## src/rtl/dlx_seq_pkg.sv

```systemverilog
// Shared encodings for the DLX multicycle sequencer: states, instruction
// classes, PC source selects and fault codes.
package dlx_seq_pkg;

  typedef enum logic [2:0] {
    S_IDLE   = 3'd0,
    S_FETCH  = 3'd1,
    S_DECODE = 3'd2,
    S_EXEC   = 3'd3,
    S_MEM    = 3'd4,
    S_WB     = 3'd5,
    S_ERR    = 3'd6
  } seq_state_t;

  typedef enum logic [2:0] {
    CLS_NOP    = 3'd0,
    CLS_ALU    = 3'd1,
    CLS_LOAD   = 3'd2,
    CLS_STORE  = 3'd3,
    CLS_BRANCH = 3'd4,
    CLS_JUMP   = 3'd5
  } instr_class_t;

  typedef enum logic [1:0] {
    PC_SEQ = 2'd0,
    PC_BR  = 2'd1,
    PC_JMP = 2'd2
  } pc_src_t;

  typedef enum logic [1:0] {
    FLT_NONE    = 2'd0,
    FLT_TIMEOUT = 2'd1,
    FLT_ILLEGAL = 2'd2
  } fault_t;

endpackage

```

## src/rtl/mem_wait_timer.sv

```systemverilog
// Consecutive memory wait-cycle counter; flags timeout when the count
// reaches MEM_TIMEOUT. Clear has priority over count.
module mem_wait_timer #(
  parameter int unsigned MEM_TIMEOUT = 15,
  parameter int unsigned TMR_W       = 4
) (
  input  logic clk,
  input  logic rst,
  input  logic clr,
  input  logic cnt_en,
  output logic timeout
);

  logic [TMR_W-1:0] cnt;

  assign timeout = (cnt == TMR_W'(MEM_TIMEOUT));

  // Holding at the limit keeps the flag stable if the caller lingers.
  always_ff @(posedge clk or negedge rst) begin
    if (!rst) begin
      cnt <= '0;
    end else if (clr) begin
      cnt <= '0;
    end else if (cnt_en && !timeout) begin
      cnt <= cnt + TMR_W'(1);
    end
  end

endmodule

```

## src/rtl/dlx_multicycle_seq.sv

```systemverilog
// Multicycle FETCH/DECODE/EXEC/MEM/WB sequencer for the DLX datapath.
// Define DLX_SEQ_STALL_CNT_EN to build the memory stall cycle counter.
module dlx_multicycle_seq
  import dlx_seq_pkg::*;
#(
  parameter int unsigned MEM_TIMEOUT = 15,
  parameter int unsigned TMR_W       = 4
) (
  input  logic        clk,
  input  logic        rst,
  input  logic        run,
  input  logic [2:0]  instr_class,
  input  logic        br_taken,
  input  logic        mem_ready,
  output logic        mem_req,
  output logic        mem_we,
  output logic        mem_sel_data,
  output logic        ir_wr,
  output logic        reg_wr,
  output logic        mem2reg,
  output logic        pc_wr,
  output logic [1:0]  pc_src,
  output logic        instr_done,
  output logic        fault,
  output logic [1:0]  fault_code,
  output logic [15:0] stall_cnt,
  output logic [2:0]  state
);

  seq_state_t cur_st, nxt_st;
  logic [2:0] cls_q;
  fault_t     fault_q, flt_nxt;
  logic       flt_set;
  pc_src_t    pc_sel;
  logic       timeout;
  logic       tmr_clr;

  assign state      = cur_st;
  assign fault_code = fault_q;
  assign pc_src     = pc_sel;

  // Counter restarts on every completed access and on each fresh entry to
  // a memory-requesting state.
  assign tmr_clr = mem_ready ||
                   ((nxt_st != cur_st) && (nxt_st == S_FETCH || nxt_st == S_MEM));

  mem_wait_timer #(
    .MEM_TIMEOUT(MEM_TIMEOUT),
    .TMR_W      (TMR_W)
  ) u_timer (
    .clk    (clk),
    .rst    (rst),
    .clr    (tmr_clr),
    .cnt_en (mem_req && !mem_ready),
    .timeout(timeout)
  );

  always_ff @(posedge clk or negedge rst) begin
    if (!rst) begin
      cur_st  <= S_IDLE;
      cls_q   <= '0;
      fault   <= 1'b0;
      fault_q <= FLT_NONE;
    end else begin
      cur_st <= nxt_st;
      if (cur_st == S_DECODE) begin
        cls_q <= instr_class;
      end
      if (flt_set) begin
        fault   <= 1'b1;
        fault_q <= flt_nxt;
      end
    end
  end

  always_comb begin
    nxt_st       = cur_st;
    mem_req      = 1'b0;
    mem_we       = 1'b0;
    mem_sel_data = 1'b0;
    ir_wr        = 1'b0;
    reg_wr       = 1'b0;
    mem2reg      = 1'b0;
    pc_wr        = 1'b0;
    pc_sel       = PC_SEQ;
    instr_done   = 1'b0;
    flt_set      = 1'b0;
    flt_nxt      = FLT_NONE;

    case (cur_st)
      S_IDLE: begin
        if (run) nxt_st = S_FETCH;
      end
      S_FETCH: begin
        mem_req = 1'b1;
        if (mem_ready) begin
          ir_wr  = 1'b1;
          nxt_st = S_DECODE;
        end else if (timeout) begin
          nxt_st  = S_ERR;
          flt_set = 1'b1;
          flt_nxt = FLT_TIMEOUT;
        end
      end
      S_DECODE: begin
        case (instr_class)
          CLS_NOP: begin
            pc_wr      = 1'b1;
            instr_done = 1'b1;
          end
          CLS_JUMP: begin
            pc_wr      = 1'b1;
            pc_sel     = PC_JMP;
            instr_done = 1'b1;
          end
          CLS_ALU, CLS_LOAD, CLS_STORE, CLS_BRANCH: nxt_st = S_EXEC;
          default: begin
            nxt_st  = S_ERR;
            flt_set = 1'b1;
            flt_nxt = FLT_ILLEGAL;
          end
        endcase
      end
      S_EXEC: begin
        case (cls_q)
          CLS_ALU:             nxt_st = S_WB;
          CLS_LOAD, CLS_STORE: nxt_st = S_MEM;
          CLS_BRANCH: begin
            pc_wr      = 1'b1;
            pc_sel     = br_taken ? PC_BR : PC_SEQ;
            instr_done = 1'b1;
          end
          default: begin
            nxt_st  = S_ERR;
            flt_set = 1'b1;
            flt_nxt = FLT_ILLEGAL;
          end
        endcase
      end
      S_MEM: begin
        mem_req      = 1'b1;
        mem_sel_data = 1'b1;
        mem_we       = (cls_q == CLS_STORE);
        if (mem_ready) begin
          if (cls_q == CLS_STORE) begin
            pc_wr      = 1'b1;
            instr_done = 1'b1;
          end else begin
            nxt_st = S_WB;
          end
        end else if (timeout) begin
          nxt_st  = S_ERR;
          flt_set = 1'b1;
          flt_nxt = FLT_TIMEOUT;
        end
      end
      S_WB: begin
        reg_wr     = 1'b1;
        mem2reg    = (cls_q == CLS_LOAD);
        pc_wr      = 1'b1;
        instr_done = 1'b1;
      end
      default: ;
    endcase

    if (instr_done) nxt_st = run ? S_FETCH : S_IDLE;
  end

`ifdef DLX_SEQ_STALL_CNT_EN
  logic [15:0] stall_q;

  always_ff @(posedge clk or negedge rst) begin
    if (!rst) begin
      stall_q <= '0;
    end else if (mem_req && !mem_ready && stall_q != '1) begin
      stall_q <= stall_q + 16'd1;
    end
  end

  assign stall_cnt = stall_q;
`else
  assign stall_cnt = '0;
`endif

endmodule

```

## config.mk

```make
export PLATFORM = sky130hd
export DESIGN_NAME = dlx_multicycle_seq
export DESIGN_NICKNAME = d
export VERILOG_FILES = /design/src/rtl/dlx_seq_pkg.sv /design/src/rtl/mem_wait_timer.sv /design/src/rtl/dlx_multicycle_seq.sv
export SDC_FILE = /design/constraint.sdc
export NUM_CORES = 1
export LEC_CHECK = 0
export BUFFER_PORTS_ARGS = -buffer_cell sky130_fd_sc_hd__buf_2
export CAP_MARGIN = 30
export CORE_MARGIN = 2
export CORE_UTILIZATION = 45
export DETAILED_ROUTE_END_ITERATION = 16
export HOLD_SLACK_MARGIN = 0.06
export PLACE_DENSITY = 0.74
export SLEW_MARGIN = 20
export SYNTH_ARGS = -nofsm -noshare
export SYNTH_HDL_FRONTEND = slang
export SYNTH_HIERARCHICAL = 1
export SYNTH_SLANG_ARGS = --single-unit
```

## constraint.sdc

```tcl
create_clock -name clk -period 4.5 [get_ports clk]
set_input_delay 0.225 -clock clk [delete_from_list [all_inputs] [get_ports clk]]
set_output_delay 0.225 -clock clk [all_outputs]
set_load 0.03 [all_outputs]
```

; Word-level counts from Yosys, hierarchy flattened
; Cells that the tools add are included.
[op_classes]
addsub = 1
eq_ne = 18
mux = 38
n_reduce_logical = 16
[op_table]
columns = op, n
row1 = $mux W1, 20
row2 = $eq A3 B2 Y1 const B, 6
row3 = $eq A3 B3 Y1 const B, 6
row4 = $mux W3, 6
row5 = $pmux W3 S5, 1
row6 = $eq A3 B1 Y1 const B, 4
row7 = $pmux W3 S3, 1
row8 = $mux W4, 2
row9 = $reduce_or A4 Y1, 2
row10 = $logic_not A3 Y1, 2
row11 = $mux W2, 3
row12 = $pmux W2 S3, 1
row13 = $pmux W3 S2, 1
row14 = $reduce_or A2 Y1, 3
row15 = $reduce_or A6 Y1, 1
row16 = $add A4 B1 Y4 const B, 1
row17 = $eq A4 B4 Y1 const B, 1
row18 = $pmux W1 S4, 1
row19 = $pmux W2 S2, 1
row20 = $logic_and A1 B1 Y1, 3
row21 = $ne A3 B3 Y1, 1
row22 = $pmux W1 S3, 1
row23 = $logic_not A1 Y1, 2
row24 = $logic_or A1 B1 Y1, 2
row25 = $reduce_bool A2 Y1, 1
[word_totals]
reg_bits = 13
in_bits = 8
out_inout_bits = 32

; Logic depth before layout (Yosys ltp)
[logic_depth]
depth_word = 10
depth_mapped = 9
ltp_nobuf = 9

; Hierarchy
; Netlist, hierarchy kept.
[modules_own_cells]
columns = module, n_inst, cells_each, area_each_um2, seq_area_each_um2
row1 = dlx_multicycle_seq, 1, 97, 817.0, 225.2
row2 = mem_wait_timer, 1, 20, 229.0, 100.1

; Worst setup path before layout
; OpenSTA, ideal clock, no wires.
[synth_timing]
kind = register to register
from = register cur_st[2], in the netlist state[2]
to = register cur_st[0], in the netlist state[0]
arrival_ps = 2357
required_time_ps = 4373
slack_ps = 2015
stages_incl_launch_ff = 6
n_path_buf = 1
synth_period_minus_slack_ps = 2485
cell_sequence = dfrtp_1 buf_2 nand2_1 nor3_1 a21o_1 mux2_1
[synth_between]
elab_chain_cells = 3
[synth_lines]
columns = element, line_no
row1 = "start, declared", dlx_multicycle_seq.sv:30  ; seq_state_t cur_st, nxt_st;
row2 = "start signal, assigned", dlx_multicycle_seq.sv:65  ; cur_st <= nxt_st;
row3 = $eq A3 B3 Y1 / $eq A3 B2 Y1 (equally long branches), dlx_multicycle_seq.sv:90  ; case (cur_st)
row4 = $pmux W1 S4 *, dlx_multicycle_seq.sv:90
row5 = net instr_done, dlx_multicycle_seq.sv:23  ; output logic instr_done,
row6 = $mux W3 *, dlx_multicycle_seq.sv:166  ; if (instr_done) nxt_st = run ? S_FETCH : S_IDLE;
row7 = net nxt_st[0], dlx_multicycle_seq.sv:30
; The timed path passes the listed nets; every way through them passes the cells marked *.
; A chain may end at the register's enable or synchronous reset.

; Final worst setup path
[layout_timing]
from = register u_timer.cnt[1]
to = register u_timer.cnt[0]
[layout_between]
elab_chain_cells = 10
[layout_lines]
columns = element, line_no
row1 = "start, declared", mem_wait_timer.sv:14  ; logic [TMR_W-1:0] cnt;
row2 = "start signal, assigned", mem_wait_timer.sv:25  ; cnt <= cnt + TMR_W'(1);
row3 = $eq A4 B4 Y1 *, mem_wait_timer.sv:16  ; assign timeout = (cnt == TMR_W'(MEM_TIMEOUT));
row4 = net timeout, dlx_multicycle_seq.sv:35  ; logic timeout;
row5 = $mux W3 *, "dlx_multicycle_seq.sv:99, dlx_multicycle_seq.sv:151"
row6 = "$mux W3, on equally long branches", "dlx_multicycle_seq.sv:144, dlx_multicycle_seq.sv:96"
row7 = $pmux W3 S5 *, dlx_multicycle_seq.sv:90
row8 = $mux W3 *, dlx_multicycle_seq.sv:166
row9 = $eq A3 B1 Y1 / $eq A3 B3 Y1 (equally long branches), dlx_multicycle_seq.sv:45  ; ((nxt_st != cur_st) && (nxt_st == S_FETCH || nxt_st == S_MEM));
row10 = $logic_or A1 B1 Y1, dlx_multicycle_seq.sv:45
row11 = $logic_and A1 B1 Y1 *, dlx_multicycle_seq.sv:45
row12 = $logic_or A1 B1 Y1 *, dlx_multicycle_seq.sv:44  ; assign tmr_clr = mem_ready ||
row13 = net tmr_clr, dlx_multicycle_seq.sv:36  ; logic tmr_clr;
row14 = $mux W4 / $reduce_bool A2 Y1 (equally long branches), --
; Marked as above.

==> impl.org <==
** Status
- The run finished with clean final reports.

** Timing
- Final WS setup :: 1.906 ns
- Post-route minimum period :: 2.594 ns
- Worst setup skew after layout :: 0.001486 ns
- Final setup viols :: 0
- Share of the clock period used by the worst path :: 0.5764
- Setup repair after global routing left no endpoint under its margin.
- Headroom to the max-slew limit came out at 0.4523.
- Final-report hold violation count :: 0
- Actual slew at the worst max-slew pin :: 0.8008 ns
- Timing would allow up to 385.5 MHz.
- Max Transition Viols Final :: 0
- Final-layout setup total negative slack :: 0 ns

** Worst hold path
- Classification of the worst-slack hold path :: input pin to register

** Route
- After detailed routing, the total wire length is 2157 microns.
- The detailed router finished its first iteration with 28 violations.
- First-pass detailed-route iteration total :: 4
- Detailed routing inserted a total of 878 vias.
- Per-cell routed wire length :: 12.92 microns
- After detailed routing, the number of remaining DRC violations is 0.
- DR vias/cell :: 5.257
- The detail route stage leaves a number of antenna-violating nets equal to 0.

** Setup path
- STA puts the critical path data required time at 4.65 ns.
- Type of the worst setup path :: register to register
- Along the worst path, the maximum fanout reaches 6.
- Crit end category :: register
- STA classifies the critical path startpoint as a register.
- Data arrives at the worst endpoint at 2.74 ns.

** Layout
- FF+latch area :: 325.3 sq um
- Number of fillers in the final layout :: 214
- Net count reported at finish :: 149
- Non-filler instance count after layout :: 167
- Most common cell after layout, fill and taps aside :: sky130_fd_sc_hd__buf_2
- Highest-count cells in the layout ignoring fill and taps :: sky130_fd_sc_hd__buf_2, sky130_fd_sc_hd__conb_1, sky130_fd_sc_hd__dfrtp_1
- Compared with the post-synthesis result, the final layout area differs by 8.612%.
- The finished cells cover 1136 sq um.
- Multi-input logic area :: 605.6 sq um
- Share of cells above drive strength 1 :: 0.2806
- Inserted Diodes :: 0

** Synth
- Async set-or-reset flop fraction in the synthesized netlist :: 1.000
- Number of warnings printed during yosys synthesis :: 6
- The share of the Yosys chip area taken by registers is 0.3110.
- Register bit count reported by yosys :: 13
- The synthesized design contains 0 enable-type register cells.
- Most frequently used flop master after synthesis :: sky130_fd_sc_hd__dfrtp_1
- Mapped Cells :: 117
- The synthesized netlist occupies a cell area of 1046 sq um.
- Number of different library cells in the post-synthesis netlist :: 46
- Synth Area per Inst :: 8.940 sq um

** Place
- Port Buffers :: 23
- Detailed placement ended at an HPWL of 1761 microns.
- Routability congestion estimate :: 0.9440
- Cell count after placement :: 162
- Prior to clock tree synthesis, the placed netlist has a worst setup slack of 1.984 ns.
- Instance area after placement :: 1100 sq um

** Clock tree
- Clock slew seen by the registers of the worst setup and hold paths :: 0.07 ns
- Once the clock tree was built, the resizer swapped 0 gates to a different size.
- In this run the number of H-tree levels came out at 1.
- Setup fix buffers added after clock tree synthesis :: 0
- Hold Buf Count CTS :: 1
- TritonCTS built the clock tree.
- Clock Sinks :: 13
- Clock tree buffer depth :: 2
- Counting the buffers created by CTS gives 3.
- Clock tree root buffer cell :: sky130_fd_sc_hd__clkbuf_4
- For the worst-skew pair, the clock arrives at the later sink with an insertion delay of 0.26 ns.

** Floorplanning
- Die Ht :: 52.21 microns
- Core Area :: 2212 sq um
- Effective utilization at floorplan :: 0.4729
- Die footprint :: 2726 sq um
- Horizontal die dimension :: 52.21 microns
- Core Rows :: 17
- For this design the top-level I/O count stands at 40.

** Global route
- Initial antenna violation count :: 0
- Wire length of the first global-routing pass :: 3746 microns
- Via count of the first global-routing pass :: 813
- After global routing the overflow that remains totals 0.
- Entering global routing, the biggest net connects 16 pins.
- Global router's overall resource usage :: 0.1826

** Power
- Of the total power, the clock network draws 0.080.
- Of the total power, registers draw 0.303.
- IR analysis of the VDD net gives a maximum drop of 504.7 uV.
- Sw Share :: 0.5323
- Design internal power :: 384.6 uW
- Gate power share :: 0.617
- For this design the total switching power over the nets is 437.7 uW.
- Power density normalized to cell area :: 723.8 nW/um^2
- The analysis attributes to cell leakage a power of 0.5295 nW.

** Job
- Max-cap violations in this run came to 0.
[flip-flops by register name, summed over array words and instances, names as in the netlist]
register and count:
u_timer/cnt 4, cls_q 3, state 3, fault_code 2, fault 1
[kinds of logic (layout without fill, tap and decap cells)]
| logic type | count (synthesis) | count (layout) | share of synthesized area |
|---|---|---|---|
| AO/OA/AOI/OAI | 20 | 20 | 0.1411 |
| AND/OR/NAND/NOR | 46 | 46 | 0.2679 |
| adder cells (fa/ha/maj) | 1 | 1 | 0.01196 |
| other | 1 | 16 | 0.003585 |
| flip-flops | 13 | 13 | 0.3110 |
| XOR/XNOR | 4 | 4 | 0.03349 |
| buffers and inverters | 26 | 33 | 0.1639 |
| multiplexers | 6 | 6 | 0.06698 |
[final cells by class]
type	count	share of cell area
inverters	5	0.01652
clock buffers	4	0.02313
well taps	28	0.03084
multi-input cells	93	0.5330
flip-flops and latches	13	0.2863
repair buffers	24	0.1101
[worst paths after layout]
kind | start | to | slack (ns) | cells after the start
max | u_timer/cnt[1] | u_timer/cnt[0] | 1.91 | 9
min | run | state[0] | 0.25 | 2
max reg2reg | u_timer/cnt[1] | u_timer/cnt[0] | 1.91 | 9
min reg2reg | fault_code[1] | fault_code[1] | 0.48 | 1
max in group asynchronous | rst | fault_code[1] | 3.93 | 2
min in group asynchronous | rst | cls_q[0] | 0.36 | 2
[routing by layer]
| metal | wire, microns | up-vias | GRT usage |
|---|---|---|---|
| met5 | 0 | - | 0 |
| met4 | 24 | 0 | 0.07692 |
| met3 | 118 | 4 | 0.01143 |
| met2 | 1088 | 44 | 0.3059 |
| met1 | 925 | 403 | 0.2445 |
| li1 | - | 427 | - |
[stage by stage]
stage	hold WS [ns]	util	total power, mW
6_report	0.2522	0.5136	0.8223
5_1_grt	0.2332	0.5136	0.8877
4_1_cts	0.2410	0.5136	0.8242
3_5_place_dp	0.1227	0.4972	0.7533
3_3_place_gp	0.1194	0.4972	0.7370
2_1_floorplan	-0.07059	-	0.6581
[worst max-delay path, stage by stage, from the launching register on]
cell                        delay [ns]
sky130_fd_sc_hd__dfrtp_1          0.40
sky130_fd_sc_hd__ha_1             0.21
sky130_fd_sc_hd__and3_4           0.23
sky130_fd_sc_hd__nor2_1           0.06
sky130_fd_sc_hd__a32oi_1          0.23
sky130_fd_sc_hd__o2111ai_1        0.19
sky130_fd_sc_hd__or3_1            0.39
sky130_fd_sc_hd__a221oi_2         0.41
sky130_fd_sc_hd__nor2b_1          0.09
sky130_fd_sc_hd__mux2_4           0.27
[cell usage after synthesis, types with 4 or more instances]
library cell,n,area [sq um]
sky130_fd_sc_hd__a21oi_1,5,25.02
sky130_fd_sc_hd__buf_4,17,127.6
sky130_fd_sc_hd__dfrtp_1,13,325.3
sky130_fd_sc_hd__nand2_1,7,26.28
sky130_fd_sc_hd__nor2_1,6,22.52
sky130_fd_sc_hd__nor3_1,7,35.03
sky130_fd_sc_hd__xnor2_1,4,35.03
[power groups by stage]
stage               clock (mW)  sequential [mW]  combinational, mW
floorplan                    0            0.255              0.403
global placement             0            0.244              0.493
detailed placement           0            0.248              0.506
CTS                     0.0693            0.246              0.508
global route            0.0757            0.259              0.553
finish                  0.0657            0.249              0.507
No activity file was read; power rests on OpenSTA's default activity.
